`src/rtl/sprite_pixel_fetch.sv`:
```
// -----------------------------------------------------------------------------
// sprite_pixel_fetch
//
// Reader side of the character sprite ROM selector. For every video pixel it
// decides whether the pixel falls inside the player sprite box. It drives the
// char select and the 12-bit row-major ROM address. It captures the 6-bit
// RRGGBB pixel returned by the ROM and applies colour-key transparency.
// Outputs are aligned two cycles after the pixel coordinates. out_valid is
// pix_valid delayed by the same two cycles.
//
// Ports
//   clk          in   1   pixel clock
//   rst          in   1   synchronous active-high reset
//   frame_start  in   1   one-cycle pulse before the first active pixel
//   pix_valid    in   1   pix_x/pix_y lie in the visible area
//   pix_x/pix_y  in   10  current pixel column/row
//   pos_x/pos_y  in   10  sprite top-left corner (latched at frame_start)
//   char_req     in   4   requested character (latched at frame_start)
//   face_left    in   1   mirror horizontally (latched at frame_start)
//   char         out  4   char select to the sprite ROM selector
//   address      out  12  ROM address {row[5:0], col[5:0]}
//   rom_data     in   6   ROM pixel, combinational from char/address
//   pix_out      out  6   sprite colour, 0 when there is no hit
//   hit          out  1   opaque sprite pixel at the aligned position
//   out_valid    out  1   pix_valid aligned with pix_out/hit
//
// Configuration
//   SPRITE_SCALE2X_EN : when defined, the sprite is drawn at double size.
//                       The box is 2*SPR_W x 2*SPR_H and the screen offset is
//                       halved before any mirroring. The address range and
//                       the latency do not change.
// -----------------------------------------------------------------------------
module sprite_pixel_fetch #(
    parameter int          SPR_W     = 64,
    parameter int          SPR_H     = 64,
    parameter logic [5:0]  TRANS_KEY = 6'h00,
    parameter int          NUM_CHARS = 9
) (
    input  logic        clk,
    input  logic        rst,
    input  logic        frame_start,
    input  logic        pix_valid,
    input  logic [9:0]  pix_x,
    input  logic [9:0]  pix_y,
    input  logic [9:0]  pos_x,
    input  logic [9:0]  pos_y,
    input  logic [3:0]  char_req,
    input  logic        face_left,
    output logic [3:0]  char,
    output logic [11:0] address,
    input  logic [5:0]  rom_data,
    output logic [5:0]  pix_out,
    output logic        hit,
    output logic        out_valid
);

`ifdef SPRITE_SCALE2X_EN
    localparam int SCALE_SH = 1;
`else
    localparam int SCALE_SH = 0;
`endif

    localparam int          PIPE_LEN    = 2;
    localparam logic [10:0] BOX_W       = 11'(SPR_W << SCALE_SH);
    localparam logic [10:0] BOX_H       = 11'(SPR_H << SCALE_SH);
    localparam logic [5:0]  COL_MAX     = 6'(SPR_W - 1);
    localparam logic [4:0]  NUM_CHARS_W = 5'(NUM_CHARS);

    typedef enum logic [0:0] {IDLE, ACTIVE} state_t;

    state_t      state_reg, state_next;
    logic [9:0]  px_reg, py_reg;
    logic        face_reg;
    logic [3:0]  char_reg;
    logic [11:0] address_reg;
    logic        in_box1_reg;
    logic        hit_reg;
    logic [5:0]  pix_out_reg;
    logic        valid_pipe_reg [PIPE_LEN];

    // FSM: frame_start is the only event that moves the state. It enters
    // ACTIVE from IDLE, or stays in ACTIVE and relatches the frame values.
    always_ff @(posedge clk) begin
        if (rst) state_reg <= IDLE;
        else     state_reg <= state_next;
    end

    always_comb begin
        state_next = state_reg;
        if (frame_start) state_next = ACTIVE;
    end

    // Frame latch. The stage-1 logic below sees the incoming values during
    // the frame_start cycle, so a pixel on that cycle already uses the new frame.
    logic [3:0] char_sel;
    assign char_sel = ({1'b0, char_req} < NUM_CHARS_W) ? char_req : 4'd0;

    always_ff @(posedge clk) begin
        if (rst) begin
            px_reg   <= '0;
            py_reg   <= '0;
            face_reg <= 1'b0;
            char_reg <= '0;
        end else if (frame_start) begin
            px_reg   <= pos_x;
            py_reg   <= pos_y;
            face_reg <= face_left;
            char_reg <= char_sel;
        end
    end

    logic [9:0]  px_eff, py_eff;
    logic        face_eff, active_eff;
    assign px_eff     = frame_start ? pos_x : px_reg;
    assign py_eff     = frame_start ? pos_y : py_reg;
    assign face_eff   = frame_start ? face_left : face_reg;
    assign active_eff = frame_start | (state_reg == ACTIVE);

    // Box test at 11 bits, so a sprite hanging past column/row 1023 does not
    // wrap around to the left/top edge.
    logic [10:0] x11, y11, px11, py11, off_x, off_y;
    logic        in_box;
    logic [5:0]  col_raw, col, row;

    assign x11  = {1'b0, pix_x};
    assign y11  = {1'b0, pix_y};
    assign px11 = {1'b0, px_eff};
    assign py11 = {1'b0, py_eff};

    assign in_box = active_eff & pix_valid
                  & (x11 >= px11) & (x11 < px11 + BOX_W)
                  & (y11 >= py11) & (y11 < py11 + BOX_H);

    assign off_x   = x11 - px11;
    assign off_y   = y11 - py11;
    // Scale down first, then mirror, so a doubled sprite is mirrored at texel level.
    assign col_raw = 6'(off_x >> SCALE_SH);
    assign row     = 6'(off_y >> SCALE_SH);
    assign col     = face_eff ? (COL_MAX - col_raw) : col_raw;

    // Stage 1. The address only moves inside the box, so the ROM is not
    // toggled outside the sprite.
    always_ff @(posedge clk) begin
        if (rst) begin
            address_reg <= '0;
            in_box1_reg <= 1'b0;
        end else begin
            in_box1_reg <= in_box;
            if (in_box) address_reg <= {row, col};
        end
    end

    // Stage 2: capture the ROM pixel and apply the colour key.
    logic opaque;
    assign opaque = in_box1_reg & (rom_data != TRANS_KEY);

    always_ff @(posedge clk) begin
        if (rst) begin
            hit_reg     <= 1'b0;
            pix_out_reg <= '0;
        end else begin
            hit_reg     <= opaque;
            pix_out_reg <= opaque ? rom_data : 6'd0;
        end
    end

    // pix_valid delay line that matches the two-stage pipeline.
    genvar gi;
    generate
        for (gi = 0; gi < PIPE_LEN; gi++) begin : g_valid
            if (gi == 0) begin : g_first
                always_ff @(posedge clk) begin
                    if (rst) valid_pipe_reg[gi] <= 1'b0;
                    else     valid_pipe_reg[gi] <= pix_valid;
                end
            end else begin : g_next
                always_ff @(posedge clk) begin
                    if (rst) valid_pipe_reg[gi] <= 1'b0;
                    else     valid_pipe_reg[gi] <= valid_pipe_reg[gi-1];
                end
            end
        end
    endgenerate

    assign char      = char_reg;
    assign address   = address_reg;
    assign hit       = hit_reg;
    assign pix_out   = pix_out_reg;
    assign out_valid = valid_pipe_reg[PIPE_LEN-1];

endmodule

```
`config.mk`:
```
export PLATFORM = sky130hd
export DESIGN_NAME = sprite_pixel_fetch
export DESIGN_NICKNAME = d
export VERILOG_FILES = /design/src/rtl/sprite_pixel_fetch.sv
export SDC_FILE = /design/constraint.sdc
export NUM_CORES = 1
export LEC_CHECK = 0
export BUFFER_PORTS_ARGS = -buffer_cell sky130_fd_sc_hd__buf_2
export CORE_AREA = 5 5 104 106
export CTS_CLUSTER_DIAMETER = 60
export CTS_CLUSTER_SIZE = 10
export DETAILED_ROUTE_END_ITERATION = 8
export DIE_AREA = 0 0 109 111
export PLACE_DENSITY_LB_ADDON = 0.2
export SLEW_MARGIN = 20
export SYNTH_ARGS = -nofsm -noshare
export SYNTH_HDL_FRONTEND = slang
export SYNTH_SLANG_ARGS = --single-unit
```
`constraint.sdc`:
```
create_clock -name clk -period 6.71 [get_ports clk]
set_clock_uncertainty 0.1 [all_clocks]
set_input_delay 0.3355 -clock clk [delete_from_list [all_inputs] [get_ports clk]]
set_output_delay 0.3355 -clock clk [all_outputs]
set_load 0.05 [all_outputs]
```
Word level (Yosys, flattened, before mapping)

Memories as Yosys holds them, arrays and structs flattened.
Cells that the tools add are included.

Bits in registers: 46
Memory bits (writable): 2
Input bits: 55
Word-level logic and storage cells: 42
Memories: 1

Add/subtract/negate cells: 5
Order comparisons: 5
Muxes and demuxes: 10
Bitwise operators: 10
Reduce and logical (&&, ||, !) cells: 2

Memories:

| name           | depth | bits a word | read ports | clocked after memory_dff | wr ports | RTL line | source |
|---|---|---|---|---|---|---|---|
| valid_pipe_reg | 2     | 1           | 2          | 0                        | 2        | 79       | `logic valid_pipe_reg [PIPE_LEN];` |

Operators by type and width:

| operator              | number |
|---|---|
| $add 10x7->11 const B | 2 |
| $lt 10x11->1          | 2 |
| $ge 10x10->1          | 2 |
| $mux 10               | 2 |
| $sub 6x6->6           | 2 |
| $and 1x1->1           | 6 |
| $mux 1                | 6 |
| $mux 6                | 1 |
| $reduce_bool 6->1     | 1 |
| $sub 6x6->6 const A   | 1 |
| $lt 4x4->1 const B    | 1 |
| $mux 4                | 1 |
| $or 1x1->1            | 3 |
| $reduce_or 2->1       | 1 |
| $not 1->1             | 1 |

Depth between registers and ports, before layout

Gate-level depths: netlist (run 1).

Word-level depth: 6
Depth in mapped cells: 14

Least setup slack after synthesis (run 1)

No wires, ideal clock.

Path kind: input-to-reg
Start: input port frame_start
End: register address_reg[6] (netlist: address[6])
Data arrival time: 3.004 ns
Slack: 3.483 ns
Cell stages on the path: 13
Path buffers: 2
Cell sequence: buf_4 -> buf_2 -> mux2i_1 -> inv_1 -> ha_1 -> xor2_1 -> ha_1 -> a211oi_2 -> nor4b_2 -> nand3_1 -> a221o_2 -> nor2_8 -> a211oi_2

RTL lines:

| item                                                 | RTL line | source |
|---|---|---|
| start: declaration                                   | 41       | `input logic frame_start,` |
| $mux 10 *                                            | --       |  |
| via py_eff[6]                                        | 112      | `logic [9:0] px_eff, py_eff;` |
| $add 10x7->11 / $ge 10x10->1 (equally long branches) | 132      | `& (y11 >= py11) & (y11 < py11 + BOX_H);` |
| $lt 10x11->1 / $and 1x1->1 (equally long branches)   | 132      |  |
| $and 1x1->1 *                                        | 132      |  |
| end signal: assignment                               | 149      | `if (in_box) address_reg <= {row, col};` |
| end: declaration                                     | 75       | `logic [11:0] address_reg;` |

The timed path passes the listed nets; every way through them passes the cells marked *.
A chain may end at the register's enable or synchronous reset.

Final worst setup path (run 1)

Start: input port frame_start
End: register address_reg[1] (netlist: address[1])

The elaborated chain is that of the path after synthesis.

==> impl_metrics.py, run 1 <==
metrics = {
    "flow_run": {
        "cap_violations": 0,
    },
    "grt": {
        "grt_max_degree": 39,
        "grt_pass1_vias": 2380,
        "grt_util_all_layers_pct": 11.64,
        "overflow": 0,
        "met1_usage_pct": 14.27,
        "grt_pass1_wl_mm": 11.39,
        "use_met3_pct": 2.271,
        "busiest_layer": "met2",
        "antenna_found_initial": 0,
        "use_met2_pct": 20.60,
    },
    "synth": {
        "synthTopCellsByArea": "dfxtp_1, ha_1, mux2i_1",
        "synthMostInstantiatedCell": "dfxtp_1",
        "synthCells": 290,
        "synth_cell_types": 55,
        "avgSynthCellArea_um2": 9.919,
        "yosysSeqAreaShare_pct": 33.41,
        "ys_ff_latch": 48,
        "synth_area_um2": 2877,
        "synth-main-ff-cell": "dfxtp_1",
        "yosysWarnings": 0,
        "synth-edff-count": 0,
        "synth_top_area_cell": "dfxtp_1",
        "yosysTopAreaCellShare_pct": 33.41,
        "netlist_top_cells_count": "dfxtp_1, ha_1, nor2_1",
        "syn_nets": 377,
        "ys_async_sr_fraction_pct": 0,
    },
    "floorplan": {
        "io-pin-count": 79,
        "die_h_um": 111,
        "core_area_um2": 9684,
        "floorplan.rows": 36,
        "initial_utilization_pct": 29.70,
        "die-width_um": 109,
        "die_area_um2": 12100,
    },
    "timing": {
        "fin_crit_sh_pct": 59.12,
        "min_period_ps": 3967,
        "maxSlewHeadroom_pct": 35.99,
        "drv_slew": 0,
        "clock.fmax_mhz": 252.1,
        "setup_viol": 0,
        "rsz0062_at_grt": "no",
        "hold_viol_final": 0,
        "tns_ps": 0,
        "tightest_slew_ps": 960.1,
    },
    "power_and_ir_drop": {
        "power_frac_comb_pct": 28.2,
        "pwr-share-seq_pct": 41.6,
        "internal-power_mw": 0.4945,
        "power_leakage_nw": 1.632,
        "p_switching_mw": 0.2309,
        "power_frac_clock_pct": 30.2,
        "power.total_mw": 0.7253,
        "ir_drop_v": 0.00008100,
        "swShare_pct": 31.83,
        "power_density_nw_per_um2": 209.0,
    },
    "route": {
        "num_vias": 2282,
        "drt.antenna.violating_nets": 0,
        "drc": 0,
        "via_per_inst": 4.573,
        "drt_iter0_drc": 58,
        "first_pass_iters": 4,
        "wl_per_cell_um": 13.69,
        "wirelength_mm": 6.832,
    },
    "worst_setup_path": {
        "crit_type": "in2reg",
        "worst_setup_path_start_kind": "input pin",
        "crit_required_ps": 6840,
        "cp.arrival_ps": 4100,
        "path_max_fanout": 34,
        "endpoint_kind": "flop",
    },
    "place": {
        "hpwl_mm": 5.465,
        "io_buffer_count": 78,
        "place.gp.congestion": 0.7845,
    },
    "layout": {
        "layout.nets": 452,
        "largest_reg_flops": 12,
        "drive_gt1_share_pct": 31.69,
        "diodes": 0,
        "syn_to_final_growth_pct": 20.66,
    },
    "clocking": {
        "clk_latency_ps": 300,
        "cts_sinks": 48,
        "hold_buffers": 0,
        "cts_setup_buffers": 0,
        "clkTransAtPathRegs_ps": 100,
        "cts_resized": 0,
        "cts_max_level": 2,
        "cts_root_buffer": "clkbuf_8",
        "cts_tree": "yes",
        "cts_inserted_buffers": 5,
        "clock_path_buffers": 2,
    },
    "worst_hold_path": {
        "min_path_type": "in2reg",
    },
    "run_status": {
        "outcome": "finished clean",
    },
}
per-layer routing:
layer	wire (um)	up-vias
met5	0	-
met1	3140	1045
met4	71	0
met3	311	7
li1	-	1183
met2	3308	47
power groups by stage:
stage          clock (mW)  combinational, mW  sequential [mW]
3_5_place_dp            0              0.206            0.309
5_1_grt             0.241              0.229            0.304
6_report            0.219              0.205            0.302
3_3_place_gp            0              0.205            0.308
4_1_cts             0.228              0.208            0.302
2_1_floorplan           0              0.143            0.322
worst paths after layout:
check	startpoint	to	slack, ps	cells past startpoint
setup reg to reg	py_reg[6]	address[1]	3310	11
hold reg to reg	valid_pipe_reg[0]	valid_pipe_reg[1]	350	1
setup / recovery	frame_start	address[1]	2740	12
hold / removal	rom_data[1]	pix_out[1]	130	2
critical path: stages:
cell and delay [ps]:
buf_2 670, mux2i_1 420, inv_1 110, ha_1 250, xor2_1 170, ha_1 320
a211oi_2 220, nor4b_2 230, nand3_1 150, a221oi_2 790, a21oi_1 190, a211oi_2 230
final cells by class:
type / instances / area (um2)
multi-input cells: 218 / 1785
repair buffers: 78 / 390.4
fillers: 1019 / 6213
inverters: 14 / 52.55
flip-flops and latches: 48 / 960.9
clock inverters: 3 / 46.29
clock buffers: 5 / 68.82
well taps: 133 / 166.4
cells in the final DEF, fill, tap and decap left out, types with 3 or more instances in the layout:
cell	synthesis	routed
a211oi_2	5	5
a21o_1	6	6
a21oi_1	14	14
a221oi_2	3	3
and2_1	8	8
buf_2	3	78
clkbuf_8	1	5
dfxtp_1	48	48
ha_1	30	30
inv_1	14	14
mux2i_1	19	19
nand2_1	8	8
nand2b_1	6	6
nand3_1	7	7
nand3b_1	6	6
nand4_1	6	6
nor2_1	29	29
nor2b_1	6	6
nor3_1	4	4
o21ai_1	7	7
o21ai_2	3	3
xnor2_1	8	8
xor2_1	8	8
cells by family (layout without fill, tap and decap cells):
kind of cell | Yosys count | after routing | share of synthesized area [%]
AO/OA/AOI/OAI | 57 | 57 | 16.66
multiplexers | 22 | 22 | 8.177
buffers and inverters | 24 | 100 | 4.524
AND/OR/NAND/NOR | 91 | 91 | 17.92
flip-flops | 48 | 48 | 33.41
XOR/XNOR | 16 | 16 | 4.872
adder cells (fa/ha/maj) | 32 | 32 | 14.44
metrics by stage:
stage	utilization, %	hold WS (ps)	cell area [um2]	setup WS [ps]	cells
floorplan	-	313.8	2877	3483	290
global placement	34.65	323.7	3356	2527	491
detailed placement	34.65	327.2	3356	2439	491
CTS	35.84	126.3	3471	2729	499
global route	35.84	125.6	3471	2269	499
finish	35.84	134.8	3471	2743	499
No activity file was read; power rests on OpenSTA's default activity.
==> inputs of run 2 (changes only) <==
Clock period 6.71 ns to 3.77 ns, I/O delays scaled along.
==> run 2 against run 1 <==
Net effect:
- die area stayed put
- critical path depth up 1
- first-iteration DRC count is 12% higher
- combinational power increased by 81%
- critical path type unchanged
- count of clock-buffer cells in the layout is the same
- largest cell class unchanged
- total power is 79% higher
- global-route usage is 0.23 points lower
==> impl_metrics.py, run 2 (synthesis results as in run 1) <==
metrics = {
    "route": {
        "wl_per_cell_um": 13.28,
        "via_per_inst": 4.578,
        "first_pass_iters": 4,
        "num_vias": 2335,
        "drc": 0,
        "drt_iter0_drc": 65,
        "drt.antenna.violating_nets": 0,
        "wirelength_mm": 6.773,
    },
    "timing": {
        "maxSlewHeadroom_pct": 37.85,
        "clock.fmax_mhz": 321.9,
        "min_period_ps": 3106,
        "tns_ps": 0,
        "hold_viol_final": 0,
        "fin_crit_sh_pct": 82.40,
        "setup_viol": 0,
        "tightest_slew_ps": 932.2,
        "rsz0062_at_grt": "no",
        "drv_slew": 0,
    },
    "place": {
        "io_buffer_count": 78,
        "place.gp.congestion": 0.8431,
        "dpl.cell_count": 496,
        "hpwl_mm": 5.445,
    },
    "worst_setup_path": {
        "rr_worst_depth": 9,
        "timing.rr.start": "px_reg[0]",
        "reg2reg_slack_ps": 730,
        "crit_required_ps": 3900,
        "cp.arrival_ps": 3230,
        "r2r-end": "address[0]",
        "endpoint_kind": "flop",
        "crit_type": "in2reg",
        "path_max_fanout": 12,
        "endpoint": "address[0]",
        "worst_setup_path_start_kind": "input pin",
        "crit_path_start": "frame_start",
    },
    "layout": {
        "largest_reg_flops": 12,
        "drive_gt1_share_pct": 32.10,
        "layout.nets": 463,
        "layout_common_cells": "buf_2, dfxtp_1, ha_1",
        "fin_cells": 510,
        "final_util_pct": 36.85,
        "diodes": 0,
        "final_common_cell": "buf_2",
        "syn_to_final_growth_pct": 24.05,
    },
    "grt": {
        "grt_pass1_wl_mm": 11.23,
        "overflow": 0,
        "grt_pass1_vias": 2367,
        "antenna_found_initial": 0,
        "grt_util_all_layers_pct": 11.41,
        "grt_max_degree": 39,
    },
    "floorplan": {
        "initial_utilization_pct": 29.70,
        "die-width_um": 109,
        "io-pin-count": 79,
        "core_area_um2": 9684,
        "die_h_um": 111,
        "floorplan.rows": 36,
        "die_area_um2": 12100,
    },
    "clocking": {
        "cts_sinks": 48,
        "clk_latency_ps": 300,
        "cts_resized": 0,
        "clock_path_buffers": 2,
        "cts_inserted_buffers": 5,
        "cts_max_level": 2,
        "cts_root_buffer": "clkbuf_8",
        "cts_setup_buffers": 0,
        "clkTransAtPathRegs_ps": 100,
        "cts_tree": "yes",
    },
    "run_status": {
        "outcome": "finished clean",
    },
    "power_and_ir_drop": {
        "ir_drop_v": 0.0002177,
        "power_density_nw_per_um2": 363.1,
        "power.total_mw": 1.296,
        "power_leakage_nw": 1.681,
    },
    "flow_run": {
        "cap_violations": 0,
    },
    "worst_hold_path": {
        "min_path_type": "in2reg",
    },
}
run 2: cell type report:
class | instances | area (um2)
well taps | 133 | 166.4
inverters | 14 | 52.55
clock inverters | 3 | 46.29
clock buffers | 5 | 68.82
repair buffers | 89 | 488.0
multi-input cells | 218 | 1785
flip-flops and latches | 48 | 960.9
fillers | 1018 | 6116
run 2: per-stage QoR:
stage	instance area (um2)	hold WS, ps	setup slack (ps)
final	3568	31.75	663.6
after global routing	3568	50.64	399.9
after CTS	3568	33.18	693.2
after detailed placement	3393	305.8	381.4
after global placement	3393	304.0	475.0
after floorplan	2877	210.2	690.3
run 2: power breakdown:
| group | internal, mW | switching (mW) |
|---|---|---|
| Clock | 0.200 | 0.186 |
| Sequential | 0.529 | 0.00805 |
| Combinational | 0.159 | 0.213 |
| Total | 0.888 | 0.408 |
run 2: what timing repair did:
| item | 4_1_cts | 5_1_grt |
|---|---|---|
| endpoints found under the hold margin | 6 | 0 |
| setup endpoints to repair | 0 | 0 |
| hold buffers | 6 | 0 |
run 2: worst min-delay path by stage:
stage	cells past startpoint	from	end	slack [ps]
2_1_floorplan	1	rom_data[0]	pix_out[0]	210
3_3_place_gp	2	rom_data[1]	pix_out[1]	300
3_5_place_dp	2	rom_data[1]	pix_out[1]	310
4_1_cts	2	pix_valid	valid_pipe_reg[0]	30
5_1_grt	2	pix_valid	valid_pipe_reg[0]	50
6_report	2	pix_valid	valid_pipe_reg[0]	30
run 2: metal layers:
layer  vias to the layer above  share of wire [%]  routed length [um]  global-route usage [%]
li1                       1200                  -                   -                       -
met1                      1077                 47                3161                   14.55
met2                        50                 47                3216                   19.37
met3                         8                4.6                 314                   2.330
met4                         0                1.2                  80                   2.946
met5                         -                  0                   0                       0
run 2: worst max-delay path, cell delays in order:
cell and delay [ps]:
buf_2 160, buf_4 230, mux2i_1 350, inv_1 120
ha_1 230, xor2_1 160, ha_1 310, nand3_1 120
o21bai_2 130, a31oi_1 120, a221oi_2 710, a21oi_1 180
a211oi_2 230
